File: config.mk
export PLATFORM = sky130hd
export DESIGN_NAME = wb_arb_stage
export DESIGN_NICKNAME = d
export VERILOG_FILES = /design/src/rtl/mips_16_wb_pkg.sv /design/src/rtl/wb_chan_fifo.sv /design/src/rtl/wb_arb_stage.sv
export SDC_FILE = /design/constraint.sdc
export NUM_CORES = 1
export LEC_CHECK = 0
export BUFFER_PORTS_ARGS = -buffer_cell sky130_fd_sc_hd__buf_2
export CAP_MARGIN = 30
export CORE_MARGIN = 10
export CORE_UTILIZATION = 38
export DETAILED_ROUTE_END_ITERATION = 7
export SLEW_MARGIN = 15
export SYNTH_ARGS = -nofsm -noshare
export SYNTH_HDL_FRONTEND = slang
export SYNTH_HIERARCHICAL = 1
export SYNTH_SLANG_ARGS = --single-unit
File: constraint.sdc
create_clock -name clk -period 4.3 [get_ports clk]
set_clock_uncertainty 0.2 [all_clocks]
set_input_delay 0.43 -clock clk [delete_from_list [all_inputs] [get_ports clk]]
set_output_delay 0.43 -clock clk [all_outputs]
set_load 0.005 [all_outputs]
File: src/rtl/mips_16_wb_pkg.sv
// Shared types, default widths and round-robin helper for the MIPS16 write-back stage.
package mips_16_wb_pkg;

   localparam int WB_DATA_W = 16;
   localparam int WB_ADDR_W = 3;

   // Queued result; the write enable is implicit since only writes are stored.
   typedef struct packed {
      logic [WB_ADDR_W-1:0] dest;
      logic [WB_DATA_W-1:0] data;
   } wb_entry_t;

   // Returns {found, index}: first set bit of nonempty searching rr, rr+1, ... mod num_ch.
   function automatic logic [3:0] rr_next_grant(input logic [7:0] nonempty,
                                                input logic [2:0] rr,
                                                input int num_ch);
      logic       found;
      logic [2:0] idx;
      int         cand;
      found = 1'b0;
      idx   = 3'd0;
      cand  = 0;
      for (int k = 0; k < 8; k++) begin
         if ((k < num_ch) && !found) begin
            cand = (int'(rr) + k) % num_ch;
            if (nonempty[cand[2:0]]) begin
               found = 1'b1;
               idx   = cand[2:0];
            end
         end
      end
      return {found, idx};
   endfunction

endpackage

File: src/rtl/wb_chan_fifo.sv
// Single-channel synchronous FIFO of pending register writes, with a mask of queued destinations.
module wb_chan_fifo
   import mips_16_wb_pkg::*;
#(
   parameter int DATA_W     = WB_DATA_W,
   parameter int ADDR_W     = WB_ADDR_W,
   parameter int FIFO_DEPTH = 4
)(
   input  logic                   clk,
   input  logic                   rst,
   input  logic                   push,
   input  logic                   pop,
   input  logic [ADDR_W-1:0]      push_dest,
   input  logic [DATA_W-1:0]      push_data,
   output logic [ADDR_W-1:0]      pop_dest,
   output logic [DATA_W-1:0]      pop_data,
   output logic                   full,
   output logic                   empty,
   output logic [2**ADDR_W-1:0]   dest_mask
);

   localparam int PTR_W = $clog2(FIFO_DEPTH);
   localparam int CNT_W = PTR_W + 1;

   logic [ADDR_W-1:0] mem_dest_r [FIFO_DEPTH];
   logic [DATA_W-1:0] mem_data_r [FIFO_DEPTH];
   logic [PTR_W-1:0]  wr_ptr_r;
   logic [PTR_W-1:0]  rd_ptr_r;
   logic [CNT_W-1:0]  count_r;
   logic [PTR_W-1:0]  slot_s;

   assign full     = (count_r == CNT_W'(FIFO_DEPTH));
   assign empty    = (count_r == '0);
   assign pop_dest = mem_dest_r[rd_ptr_r];
   assign pop_data = mem_data_r[rd_ptr_r];

   // Pointer and occupancy bookkeeping; push+pop together leaves occupancy unchanged.
   always_ff @(posedge clk or negedge rst) begin
      if (!rst) begin
         wr_ptr_r <= '0;
         rd_ptr_r <= '0;
         count_r  <= '0;
      end else begin
         if (push) begin
            wr_ptr_r <= wr_ptr_r + PTR_W'(1);
         end
         if (pop) begin
            rd_ptr_r <= rd_ptr_r + PTR_W'(1);
         end
         case ({push, pop})
            2'b10:   count_r <= count_r + CNT_W'(1);
            2'b01:   count_r <= count_r - CNT_W'(1);
            default: count_r <= count_r;
         endcase
      end
   end

   // Entry storage.
   always_ff @(posedge clk or negedge rst) begin
      if (!rst) begin
         for (int i = 0; i < FIFO_DEPTH; i++) begin
            mem_dest_r[i] <= '0;
            mem_data_r[i] <= '0;
         end
      end else if (push) begin
         mem_dest_r[wr_ptr_r] <= push_dest;
         mem_data_r[wr_ptr_r] <= push_data;
      end
   end

   // Destinations of the entries currently between the read pointer and occupancy.
   always_comb begin
      dest_mask = '0;
      slot_s    = '0;
      for (int j = 0; j < FIFO_DEPTH; j++) begin
         slot_s = rd_ptr_r + PTR_W'(j);
         dest_mask[mem_dest_r[slot_s]] = dest_mask[mem_dest_r[slot_s]] | (CNT_W'(j) < count_r);
      end
   end

endmodule

File: src/rtl/wb_arb_stage.sv
// Write-back stage: per-channel FIFOs drained round-robin onto a registered register-file write port.
module wb_arb_stage
   import mips_16_wb_pkg::*;
#(
   parameter int DATA_W      = WB_DATA_W,
   parameter int ADDR_W      = WB_ADDR_W,
   parameter int NUM_CH      = 2,
   parameter int FIFO_DEPTH  = 4,
   parameter int R0_SUPPRESS = 1
)(
   input  logic                       clk,
   input  logic                       rst,
   input  logic [NUM_CH-1:0]          in_valid,
   output logic [NUM_CH-1:0]          in_ready,
   input  logic [NUM_CH-1:0]          in_we,
   input  logic [NUM_CH*ADDR_W-1:0]   in_dest,
   input  logic [NUM_CH*DATA_W-1:0]   in_data,
   output logic                       reg_write_en,
   output logic [ADDR_W-1:0]          reg_write_dest,
   output logic [DATA_W-1:0]          reg_write_data,
   output logic [ADDR_W-1:0]          wb_op_dest,
   output logic [2**ADDR_W-1:0]       pending_mask
);

   localparam int CH_W   = (NUM_CH > 1) ? $clog2(NUM_CH) : 1;
   localparam int MASK_W = 2**ADDR_W;

   logic [NUM_CH-1:0]        push_s;
   logic [NUM_CH-1:0]        pop_s;
   logic [NUM_CH-1:0]        full_s;
   logic [NUM_CH-1:0]        empty_s;
   logic [NUM_CH*ADDR_W-1:0] head_dest_s;
   logic [NUM_CH*DATA_W-1:0] head_data_s;
   logic [NUM_CH*MASK_W-1:0] fifo_mask_s;
   logic [7:0]               ne_pad_s;
   logic [2:0]               rr_pad_s;
   logic [3:0]               grant_s;
   logic [CH_W-1:0]          rr_nxt_s;
   logic [ADDR_W-1:0]        win_dest_s;
   logic [DATA_W-1:0]        win_data_s;

   logic [CH_W-1:0]          rr_r;
   logic                     reg_write_en_r;
   logic [ADDR_W-1:0]        reg_write_dest_r;
   logic [DATA_W-1:0]        reg_write_data_r;

   // Ready is a pure function of registered occupancy, never of this cycle's pop.
   assign in_ready = {NUM_CH{rst}} & ~full_s;

   for (genvar i = 0; i < NUM_CH; i++) begin : g_ch
      // Beats without a write, or aimed at r0 when suppressed, are consumed but not stored.
      assign push_s[i] = in_valid[i] && in_ready[i] && in_we[i]
                         && !((R0_SUPPRESS != 0) && (in_dest[i*ADDR_W +: ADDR_W] == '0));

      wb_chan_fifo #(
         .DATA_W     (DATA_W),
         .ADDR_W     (ADDR_W),
         .FIFO_DEPTH (FIFO_DEPTH)
      ) u_fifo (
         .clk       (clk),
         .rst       (rst),
         .push      (push_s[i]),
         .pop       (pop_s[i]),
         .push_dest (in_dest[i*ADDR_W +: ADDR_W]),
         .push_data (in_data[i*DATA_W +: DATA_W]),
         .pop_dest  (head_dest_s[i*ADDR_W +: ADDR_W]),
         .pop_data  (head_data_s[i*DATA_W +: DATA_W]),
         .full      (full_s[i]),
         .empty     (empty_s[i]),
         .dest_mask (fifo_mask_s[i*MASK_W +: MASK_W])
      );
   end

   // Round-robin grant, pop select and next pointer.
   always_comb begin
      ne_pad_s   = 8'(~empty_s);
      rr_pad_s   = 3'(rr_r);
      grant_s    = rr_next_grant(ne_pad_s, rr_pad_s, NUM_CH);
      win_dest_s = head_dest_s[grant_s[2:0]*ADDR_W +: ADDR_W];
      win_data_s = head_data_s[grant_s[2:0]*DATA_W +: DATA_W];
      if (grant_s[3]) begin
         pop_s = NUM_CH'(8'd1 << grant_s[2:0]);
      end else begin
         pop_s = '0;
      end
      if (grant_s[2:0] == 3'(NUM_CH - 1)) begin
         rr_nxt_s = '0;
      end else begin
         rr_nxt_s = CH_W'(grant_s[2:0] + 3'd1);
      end
   end

   // Output write port and round-robin pointer; outputs reload every edge.
   always_ff @(posedge clk or negedge rst) begin
      if (!rst) begin
         rr_r             <= '0;
         reg_write_en_r   <= 1'b0;
         reg_write_dest_r <= '0;
         reg_write_data_r <= '0;
      end else if (grant_s[3]) begin
         rr_r             <= rr_nxt_s;
         reg_write_en_r   <= 1'b1;
         reg_write_dest_r <= win_dest_s;
         reg_write_data_r <= win_data_s;
      end else begin
         rr_r             <= rr_r;
         reg_write_en_r   <= 1'b0;
         reg_write_dest_r <= '0;
         reg_write_data_r <= '0;
      end
   end

   assign reg_write_en   = reg_write_en_r;
   assign reg_write_dest = reg_write_dest_r;
   assign reg_write_data = reg_write_data_r;
   assign wb_op_dest     = reg_write_en_r ? reg_write_dest_r : '0;

   // In-flight destinations for hazard detection: everything queued plus the output register.
   always_comb begin
      pending_mask = '0;
      for (int i = 0; i < NUM_CH; i++) begin
         pending_mask = pending_mask | fifo_mask_s[i*MASK_W +: MASK_W];
      end
      if (reg_write_en_r) begin
         pending_mask[reg_write_dest_r] = 1'b1;
      end else begin
         pending_mask = pending_mask;
      end
   end

endmodule

== After elaboration in Yosys (flattened, before gate mapping) ==
Memories as Yosys holds them, arrays and structs flattened.
Cells that the tools add are included.

* $add $sub $neg: 14
* Multiply operators: 1
* $lt $le $gt $ge: 40
* Equality and inequality tests: 7
* Shift-type cells: 3
* Multiplexer cells: 99
* Bitwise gates (word level): 26
* Reductions and logical operators: 25

{| class="wikitable"
|+ Operator list
! cell !! number
|-
| 64-bit bitwise mux || 2
|-
| 16-bit 2-to-1 mux || 7
|-
| 3-bit 2-to-1 mux || 22
|-
| 16-bit binary-select mux with 2-bit select || 2
|-
| 16-bit demux with 2-bit select || 2
|-
| 3-bit binary-select mux with 2-bit select || 8
|-
| 8-bit bitwise mux || 6
|-
| 3-bit by 4-bit less-than comparator with 1-bit output (second input constant) || 10
|-
| 32-bit by 8-bit variable part select with 16-bit output || 1
|-
| 3-bit greater-or-equal comparator (second input constant) || 10
|-
| 2-bit NOT with 3-bit output || 10
|-
| 1-bit demux with 3-bit select || 9
|-
| 3-bit by 1-bit greater-or-equal comparator with 1-bit output (second input constant) || 9
|-
| 1-bit 2-to-1 mux || 26
|-
| 12-bit bitwise mux || 2
|-
| 1-bit binary-select mux with 3-bit select || 6
|-
| 1-bit logical AND || 17
|-
| 8-bit AND || 2
|-
| 8-bit OR || 2
|-
| 3-bit demux with 2-bit select || 2
|-
| 3-bit logical NOT || 4
|-
| 1-bit by 3-bit less-than comparator with 1-bit output (first input constant) || 4
|-
| 2-bit by 3-bit less-than comparator with 1-bit output (first input constant) || 4
|-
| 3-bit case mux with 2 select lines || 2
|-
| other kinds (24) || 46
|}

* Register bits after elaboration: 187
* ROM bits: 16
* Bits of input ports: 44
* Memories kept: 2

{| class="wikitable"
|+ Memories
! memory !! words !! width !! rd ports !! clocked after memory_dff !! write ports !! RTL line !! RTL
|-
| (name not given) || 8 || 1 || 1 || 0 || 0 || wb_chan_fifo.sv:77 || <nowiki>dest_mask[mem_dest_r[slot_s]] = dest_mask[mem_dest_r[slot_s]] | (CNT_W'(j) < count_r);</nowiki>
|-
| (name not given) || 8 || 1 || 1 || 0 || 0 || wb_chan_fifo.sv:77 ||
|}

== Depth between registers and ports, before layout ==
Gate-level depths: netlist of the first run.

* Depth in word-level cells: 24
* Depth in mapped cells: 14

== Cells and area by module ==
Netlist of the first run, hierarchy kept.

{| class="wikitable"
|+ By module, submodules not included
! module !! instances !! cells an instance !! area an instance (um2) !! sequential area each (um2)
|-
| wb_chan_fifo (g_ch[0].u_fifo) || 1 || 398 || 4,860.9 || 2,077.0
|-
| wb_chan_fifo (g_ch[1].u_fifo) || 1 || 375 || 4,845.9 || 2,077.0
|-
| wb_arb_stage || 1 || 80 || 985.9 || 525.5
|}

== Least setup slack after synthesis of the first run ==
Ideal clock, no wire load.

* Path kind: reg-to-output
* Start: register g_ch[1].u_fifo.rd_ptr_r[0]
* End: output port pending_mask[0]
* Arrival: 2,860 ps
* Path slack: 810 ps
* Stages on the path, launching flop included: 12
* Path buffers: 2
* Cells stage by stage: dfrtp_1 -> buf_6 -> buf_6 -> mux4_2 -> and3b_1 -> a31oi_4 -> o22ai_1 -> or3_1 -> and3_4 -> nor3_4 -> o22ai_1 -> a211o_1

* Cells in the longest elaborated chain, start to end: 24

{| class="wikitable"
|+ Ends and longest elaborated chain
! what !! RTL line !! RTL
|-
| from (decl) || wb_chan_fifo.sv:28 || <nowiki>logic [PTR_W-1:0] rd_ptr_r;</nowiki>
|-
| from (signal assigned) || wb_chan_fifo.sv:48 || <nowiki>rd_ptr_r <= rd_ptr_r + PTR_W'(1);</nowiki>
|-
| 2-bit NOT with 3-bit output (implied by the code) || wb_chan_fifo.sv:77 ||
|-
| 3-bit binary-select mux with 2-bit select || wb_chan_fifo.sv:77 ||
|-
| 3-bit 2-to-1 mux (implied by the code) (2 in a row) || wb_chan_fifo.sv:77 ||
|-
| 3-bit by 4-bit less-than comparator with 1-bit output / 3-bit by 1-bit greater-or-equal comparator with 1-bit output (equally long branches) || wb_chan_fifo.sv:77 ||
|-
| 1-bit logical AND (implied by the code) || wb_chan_fifo.sv:77 ||
|-
| 1-bit 2-to-1 mux (implied by the code) || wb_chan_fifo.sv:77 ||
|-
| 1-bit demux with 3-bit select || -- ||
|-
| 8-bit AND (no source line) || -- ||
|-
| [... 8 more ...] || -- ||
|-
| 1-bit binary-select mux with 3-bit select || wb_chan_fifo.sv:77 ||
|-
| 1-bit 2-to-1 mux (implied by the code) || wb_chan_fifo.sv:77 ||
|-
| 1-bit OR || wb_chan_fifo.sv:77 ||
|-
| 8-bit bitwise mux * || wb_chan_fifo.sv:77 ||
|-
| named net fifo_mask_s[8] || wb_arb_stage.sv:34 || <nowiki>logic [NUM_CH*MASK_W-1:0] fifo_mask_s;</nowiki>
|-
| 8-bit OR * || wb_arb_stage.sv:122 || <nowiki>pending_mask = pending_mask | fifo_mask_s[i*MASK_W +: MASK_W];</nowiki>
|-
| 8-bit OR (no source line) || -- ||
|-
| 8-bit 2-to-1 mux * || wb_arb_stage.sv:124 || <nowiki>if (reg_write_en_r) begin</nowiki>
|-
| to (decl) || wb_arb_stage.sv:22 || <nowiki>output logic [2**ADDR_W-1:0] pending_mask</nowiki>
|}

The timed path passes the listed nets; every way through them passes the cells marked *. The select of a mux whose other input is x is not followed.

== Worst setup path in the final report of the first run ==
Same ends and word-level chain as after synthesis.

==> results of run 1 <==
-- kinds of logic after synthesis --
family          after synthesis  share of synthesized area (%)
mux                         228                           29.1
simple gates                200                           10.4
flops                       187                           43.8
compound gates              124                           9.30
buf+inv                      75                           3.56
xor+xnor                     21                           1.72
fa+ha+maj                    18                           2.11
-- worst max-delay path by stage --
stage          cells after the start         endpoint  slack [ps]
2_1_floorplan                     11  pending_mask[0]         810
3_3_place_gp                      10  pending_mask[0]         400
3_5_place_dp                      10  pending_mask[0]         360
4_1_cts                           10  pending_mask[0]          40
5_1_grt                           11  pending_mask[7]         -20
6_report                          11  pending_mask[0]         100
-- state kept, by name, indices dropped and copies added (netlist names) --
name                    count
g_ch.u_fifo/mem_data_r    128
g_ch.u_fifo/mem_dest_r     24
reg_write_data             16
g_ch.u_fifo/count_r         6
g_ch.u_fifo/rd_ptr_r        4
g_ch.u_fifo/wr_ptr_r        4
reg_write_dest              3
reg_write_en                1
rr_r                        1
-- synthesized netlist by cell type (all sizes together) (18+ instances only) --
| library cell | n | area [um2] |
|---|---|---|
| inv | 23 | 86.3 |
| dfrtp | 187 | 4680 |
| a21oi | 22 | 110 |
| clkbuf | 20 | 75.1 |
| nand2 | 47 | 176 |
| mux2i | 18 | 184 |
| a32o | 19 | 203 |
| buf | 32 | 219 |
| ha | 18 | 225 |
| nor2 | 29 | 119 |
| nor3 | 18 | 101 |
| mux4 | 50 | 1130 |
| mux2 | 160 | 1800 |
-- routing by layer --
layer | wire length (um) | vias to the layer above | track usage (%) | share of wire, %
met1 | 11700 | 3736 | 18.9 | 47
li1 | - | 3411 | - | -
met5 | 28 | - | 0 | 0.11
met4 | 202 | 4 | 3.29 | 0.80
met3 | 944 | 19 | 2.56 | 3.8
met2 | 12200 | 157 | 23.0 | 49
-- layout by cell type, fill, tap and decap left out, drive strengths merged, types with 4 or more instances in the layout --
master / n
mux2: 160
o31ai: 5
ha: 18
bufinv: 4
nand3b: 10
xnor2: 15
nor2b: 12
clkinvlp: 4
nor2: 29
o21ai: 15
clkbuf: 19
and3: 4
nand3: 13
and2: 8
a31oi: 9
a211o: 5
o22ai: 5
o211ai: 5
buf: 111
xor2: 6
a21oi: 22
a32o: 19
mux2i: 18
nand2b: 13
dfrtp: 187
mux4: 51
inv: 28
a211oi: 5
or3: 7
nor3: 18
nor4: 11
nand2: 47
nor3b: 9
-- through the flow --
stage          util (%)  cell area (um2)  cells  power [mW]  hold slack (ps)
2_1_floorplan         -            10700    853        7.93            -65.6
3_3_place_gp       40.9            11400   1269        9.36              147
3_5_place_dp       41.0            11400   1270        9.44              148
4_1_cts            43.4            12100   1304        11.2             54.0
5_1_grt            44.5            12400   1325        12.3             67.2
6_report           44.5            12400   1325        11.5             68.4
-- cell type report --
cell class | instances | area, um2 | share of cell area (%)
Tap cell | 378 | 473 | 3.83
Clock buffer | 18 | 439 | 3.55
Timing Repair Buffer | 113 | 748 | 6.05
Sequential cell | 187 | 4690 | 38.0
Inverter | 23 | 88.8 | 0.719
Multi-Input combinational cell | 592 | 5710 | 46.2
Clock inverter | 14 | 210 | 1.70
-- power breakdown --
part           internal [mW]  switching [mW]
combinational           3.19            3.19
sequential              2.63           0.751
clock                   1.01           0.697
total                   6.82            4.63
-- timing repair --
action / in CTS / in global routing
gates cloned: 0 / 1
hold endpoints to repair: 29 / 0
hold buffers: 1 / 0
buffers inserted: 1 / 14
pin swaps: 0 / 5
setup endpoints to repair: 7 / 8
gates resized for setup: 2 / 18
==> impl_metrics.csv, run 1 <==
group,metric,value,unit
sta,layout_setup_ws,99.5,ps
placed_design,portBuffers,76,
setup_path,cp_cell_sequence,"buf_4, mux4_2, and3b_2, a31oi_4, o22ai_1, or3_4, and3_4, nor3_4, o22ai_1, a211o_1, buf_2",
setup_path,critPathBufInv,2,
routing,antenna_left,0,
routing,remaining_drc_errors,0,
cells_and_area,drive_gt1_share,41.9,%
clocking,path_clk_slew,70,ps
sta,period_share,97.7,%
die,die_area,35200,um2
routing,vias_per_cell,5.53,
die,core_area,27800,um2
sta,max_freq,0.238,GHz
grt,grt_pass1_wl,40.4,mm
cells_and_area,area_growth,15.6,%
yosys,netlist_area,10700,um2
setup_path,cp_data_required_time,3670,ps
sta,worst_pin_slew,805,ps
cells_and_area,diodes,0,
die,start_util,38.5,%
sta,min_period,4200,ps
placed_design,pre_cts_ws,364,ps
yosys,ys_warn_count,6,
clocking,clk_latency,420,ps
routing,drt_iter0_markers,439,
routing,totalWireLength,25.1,mm
clocking,numClockSinks,187,
clocking,cts_tree,"yes",
grt,grtUsageTotal,14.0,%
pwr,ir_worst_vdd,0.353,mV
setup_path,critical_path.top_delay_family,"simple AND/OR/NAND/NOR gates",
grt,grt-ovfl-total,0,
setup_path,cpPeakStageDelay,530,ps
setup_path,slowest_stage,"dfrtp_4",
grt,antenna_found_initial,2,
yosys,synth_cell_type_count,78,
yosys,synthCells,853,
yosys,synth_edf_count,0,
status,status,"completed",
setup_path,ff2ff_path_depth,9,
die,ios,77,
clocking,root_buffer,"clkbuf_16",
worst_hold_path,hold_depth,2,
die,rows,61,
placed_design,hpwl,17.5,mm
setup_path,reg2reg_from,"g_ch[1].u_fifo/count_r[0]$_DFFE_PN0P_",
die,die_x,188,um
setup_path,crit_start,"g_ch[1].u_fifo/rd_ptr_r[0]$_DFFE_PN0P_",
sta,fin_tns_setup,0,ps
yosys,async_flop_share,100,%
sta,hold_viol_final,0,
yosys,synth_ff_type,"dfrtp_1",
setup_path,worstSetupPathType,"reg2out",
worst_hold_path,hold_class,"in2reg",
pwr,p_per_area,927,nW/um2
grt,grt_pass1_vias,7238,
flow_run,maxCapViolations,0,
yosys,ys_seq_area_share,43.8,%
worst_hold_path,min_from,"in_data[11]",
setup_path,crit_arrival,3570,ps
clocking,h-tree-depth,4,
clocking,cts_buffer_depth,2,
sta,relSlewSlack,46.3,%
pwr,leakage,5.33,nW
clocking,cts_buffers,17,
cells_and_area,nNetsFinal,996,
yosys,synth_seq_cells,187,
die,die_y,188,um
sta,finalMaxSlewViolations,0,
routing,wl_per_cell,18.9,um
routing,vias,7327,
routing,drtPass1Iterations,5,
cells_and_area,fillers,2610,
setup_path,r2r_slack,1350,ps
sta,setup_viol,0,
grt,grt_max_degree,64,
setup_path,worst-path-max-fanout,6,
placed_design,gp_congestion,0.898,
setup_path,crit_top_cell,"o22ai_1",
setup_path,cp-end-kind,"output port",
setup_path,critPathLaunchType,"flop",
setup_path,rr_endpoint,"g_ch[0].u_fifo/count_r[2]$_DFFE_PN0P_",
yosys,syn_avg_cell_area,12.5,um2
yosys,syn_nets,915,
worst_hold_path,whs_endpoint,"g_ch[0].u_fifo/mem_data_r[43]$_DFFE_PN0P_",
Note: power is estimated with default switching activity, not from simulation.
==> run 2: changes to the inputs <==
--- a/config.mk
+++ b/config.mk
@@ -6,10 +6,11 @@
 export NUM_CORES = 1
 export LEC_CHECK = 0
 export BUFFER_PORTS_ARGS = -buffer_cell sky130_fd_sc_hd__buf_2
-export CAP_MARGIN = 30
 export CORE_MARGIN = 10
 export CORE_UTILIZATION = 38
 export DETAILED_ROUTE_END_ITERATION = 7
+export GPL_TIMING_DRIVEN = 0
+export PLACE_DENSITY = 0.55
 export SLEW_MARGIN = 15
 export SYNTH_ARGS = -nofsm -noshare
 export SYNTH_HDL_FRONTEND = slang
==> impl_metrics.csv, run 2 (synthesized netlist as in run 1, its figures left out) <==
group,metric,value,unit
status,status,"finished with violations",
routing,antenna_left,0,
die,die_x,188,um
setup_path,cp_data_required_time,3670,ps
sta,setup_viol,3,
sta,relSlewSlack,43.6,%
setup_path,r2r_slack,1100,ps
clocking,cts_buffers,17,
setup_path,cp_cell_sequence,"buf_8, buf_8, mux4_2, buf_6, and3b_2, a31oi_4, o22ai_1, or3_4, and3_4, nor3_4, mux2i_1, a311o_1, buf_2",
setup_path,worstSetupPathType,"reg2out",
clocking,numClockSinks,187,
pwr,leakage,5.41,nW
setup_path,crit_arrival,3740,ps
grt,grt_max_degree,76,
clocking,clk_latency,430,ps
pwr,ir_worst_vdd,0.420,mV
setup_path,critPathBufInv,4,
setup_path,cp.depth,13,
sta,layout_setup_ws,-68.3,ps
die,die_area,35200,um2
routing,wl_per_cell,19.4,um
setup_path,worst-path-max-fanout,7,
setup_path,critPathLaunchType,"flop",
grt,grt_pass1_wl,42.5,mm
status,failed_checks,"negative setup slack",
placed_design,gp_congestion,0.890,
cells_and_area,drive_gt1_share,42.5,%
worst_hold_path,hold_class,"in2reg",
pwr,p_per_area,937,nW/um2
setup_path,crit_start,"g_ch[1].u_fifo/rd_ptr_r[0]$_DFFE_PN0P_",
cells_and_area,layout_common_cells,"dfrtp_1 (186), mux2_2 (160), buf_2 (89)",
sta,fin_tns_setup,-90.5,ps
placed_design,place_inst,1309,
cells_and_area,fin_cells,1361,
setup_path,ff2ff_path_depth,7,
setup_path,reg2reg_from,"g_ch[1].u_fifo/rd_ptr_r[0]$_DFFE_PN0P_",
placed_design,hpwl,18.7,mm
cells_and_area,postLayoutCoreUtil,45.1,%
sta,worst_pin_slew,846,ps
flow_run,maxCapViolations,0,
routing,totalWireLength,26.4,mm
routing,remaining_drc_errors,0,
clocking,path_clk_slew,70,ps
sta,rsz0062_at_grt,"true",
setup_path,slowest_stage,"dfrtp_2",
sta,min_period,4370,ps
cells_and_area,largest_reg_flops,128,
cells_and_area,nNetsFinal,1033,
grt,grt-ovfl-total,0,
setup_path,cp-end-kind,"output port",
sta,max_freq,0.229,GHz
cells_and_area,layout_commonest_cell,"dfrtp_1",
die,rows,61,
routing,vias,7423,
pwr,power,11.7,mW
sta,finalMaxSlewViolations,0,
placed_design,portBuffers,76,
setup_path,cpPeakStageDelay,440,ps
routing,drt_iter0_markers,463,
setup_path,critical_path.top_delay_family,"simple AND/OR/NAND/NOR gates",
setup_path,crit_top_cell,"buf_8",
die,core_area,27800,um2
die,start_util,38.5,%
placed_design,pre_cts_ws,322,ps
cells_and_area,top_register,"g_ch.u_fifo/mem_data_r",
clocking,root_buffer,"clkbuf_16",
die,ios,77,
sta,hold_viol_final,0,
clocking,cts_tree,"yes",
setup_path,crit_path_end,"pending_mask[7]",
cells_and_area,area_growth,17.1,%
grt,grtUsageTotal,14.8,%
sta,period_share,102,%
grt,antenna_found_initial,4,
die,die_y,188,um
clocking,h-tree-depth,4,
grt,grt_pass1_vias,7652,
routing,drtPass1Iterations,4,
routing,vias_per_cell,5.45,
setup_path,rr_endpoint,"reg_write_data[10]$_DFF_PN0_",
clocking,cts_buffer_depth,2,
run 2: changes by cell type in the layout (fill, tap and decap cells not counted), moves of 5 or more:
| cell | previous run | this run |
|---|---|---|
| buf_2 | 76 | 89 |
| buf_4 | 26 | 21 |
| buf_6 | 3 | 10 |
| clkbuf_1 | 0 | 19 |
run 2: repair_timing:
action | in CTS | in global routing
buffers inserted | 8 | 10
resized for setup | 11 | 28
gates cloned | 0 | 2
setup endpoints to repair | 8 | 8
hold endpoints to repair | 53 | 0
pin swaps | 4 | 13
hold buffers | 1 | 0
run 2: per-stage QoR:
step           hold slack [ps]  area [um2]
5_1_grt                   67.5       12500
3_3_place_gp               282       11500
4_1_cts                   61.1       12300
6_report                  75.1       12500
3_5_place_dp               181       11600
2_1_floorplan            -65.6       10700
run 2: metal layers:
layer | global-route usage [%] | up-vias | part of all wire, %
li1 | - | 3485 | -
met1 | 20.1 | 3773 | 47
met2 | 23.6 | 139 | 48
met3 | 3.71 | 20 | 4.5
met4 | 2.83 | 6 | 0.67
met5 | 0 | - | 0.15
run 2: worst min-delay path by stage:
stage / startpoint / to / slack [ps] / cells after the start
2_1_floorplan: rst / g_ch[0].u_fifo/count_r[0]$_DFFE_PN0P_ / -70 / 0
3_3_place_gp: g_ch[1].u_fifo/mem_data_r[20]$_DFFE_PN0P_ / g_ch[1].u_fifo/mem_data_r[20]$_DFFE_PN0P_ / 280 / 1
3_5_place_dp: rst / g_ch[1].u_fifo/mem_data_r[14]$_DFFE_PN0P_ / 180 / 1
4_1_cts: in_data[30] / g_ch[1].u_fifo/mem_data_r[62]$_DFFE_PN0P_ / 60 / 2
5_1_grt: in_data[7] / g_ch[0].u_fifo/mem_data_r[55]$_DFFE_PN0P_ / 70 / 2
6_report: in_data[20] / g_ch[1].u_fifo/mem_data_r[52]$_DFFE_PN0P_ / 80 / 2
run 2: area by class of cell:
class                      count  area [um2]
buffer                        52         319
clock inverter                10        93.8
tap                          378         473
multi-input combinational    592        5780
inverter                      23        86.3
timing repair buffer          98         623
fill                        2632       15300
sequential                   187        4680
antenna                        1        2.50
clock buffer                  20         467
run 2: where the power goes:
part           total (mW)  leakage, nW  internal [mW]  switching [mW]
clock                1.50        0.270          0.838           0.664
combinational        7.05         2.82           3.47            3.58
sequential           3.18         2.32           2.62           0.565
total                11.7         5.41           6.93            4.81
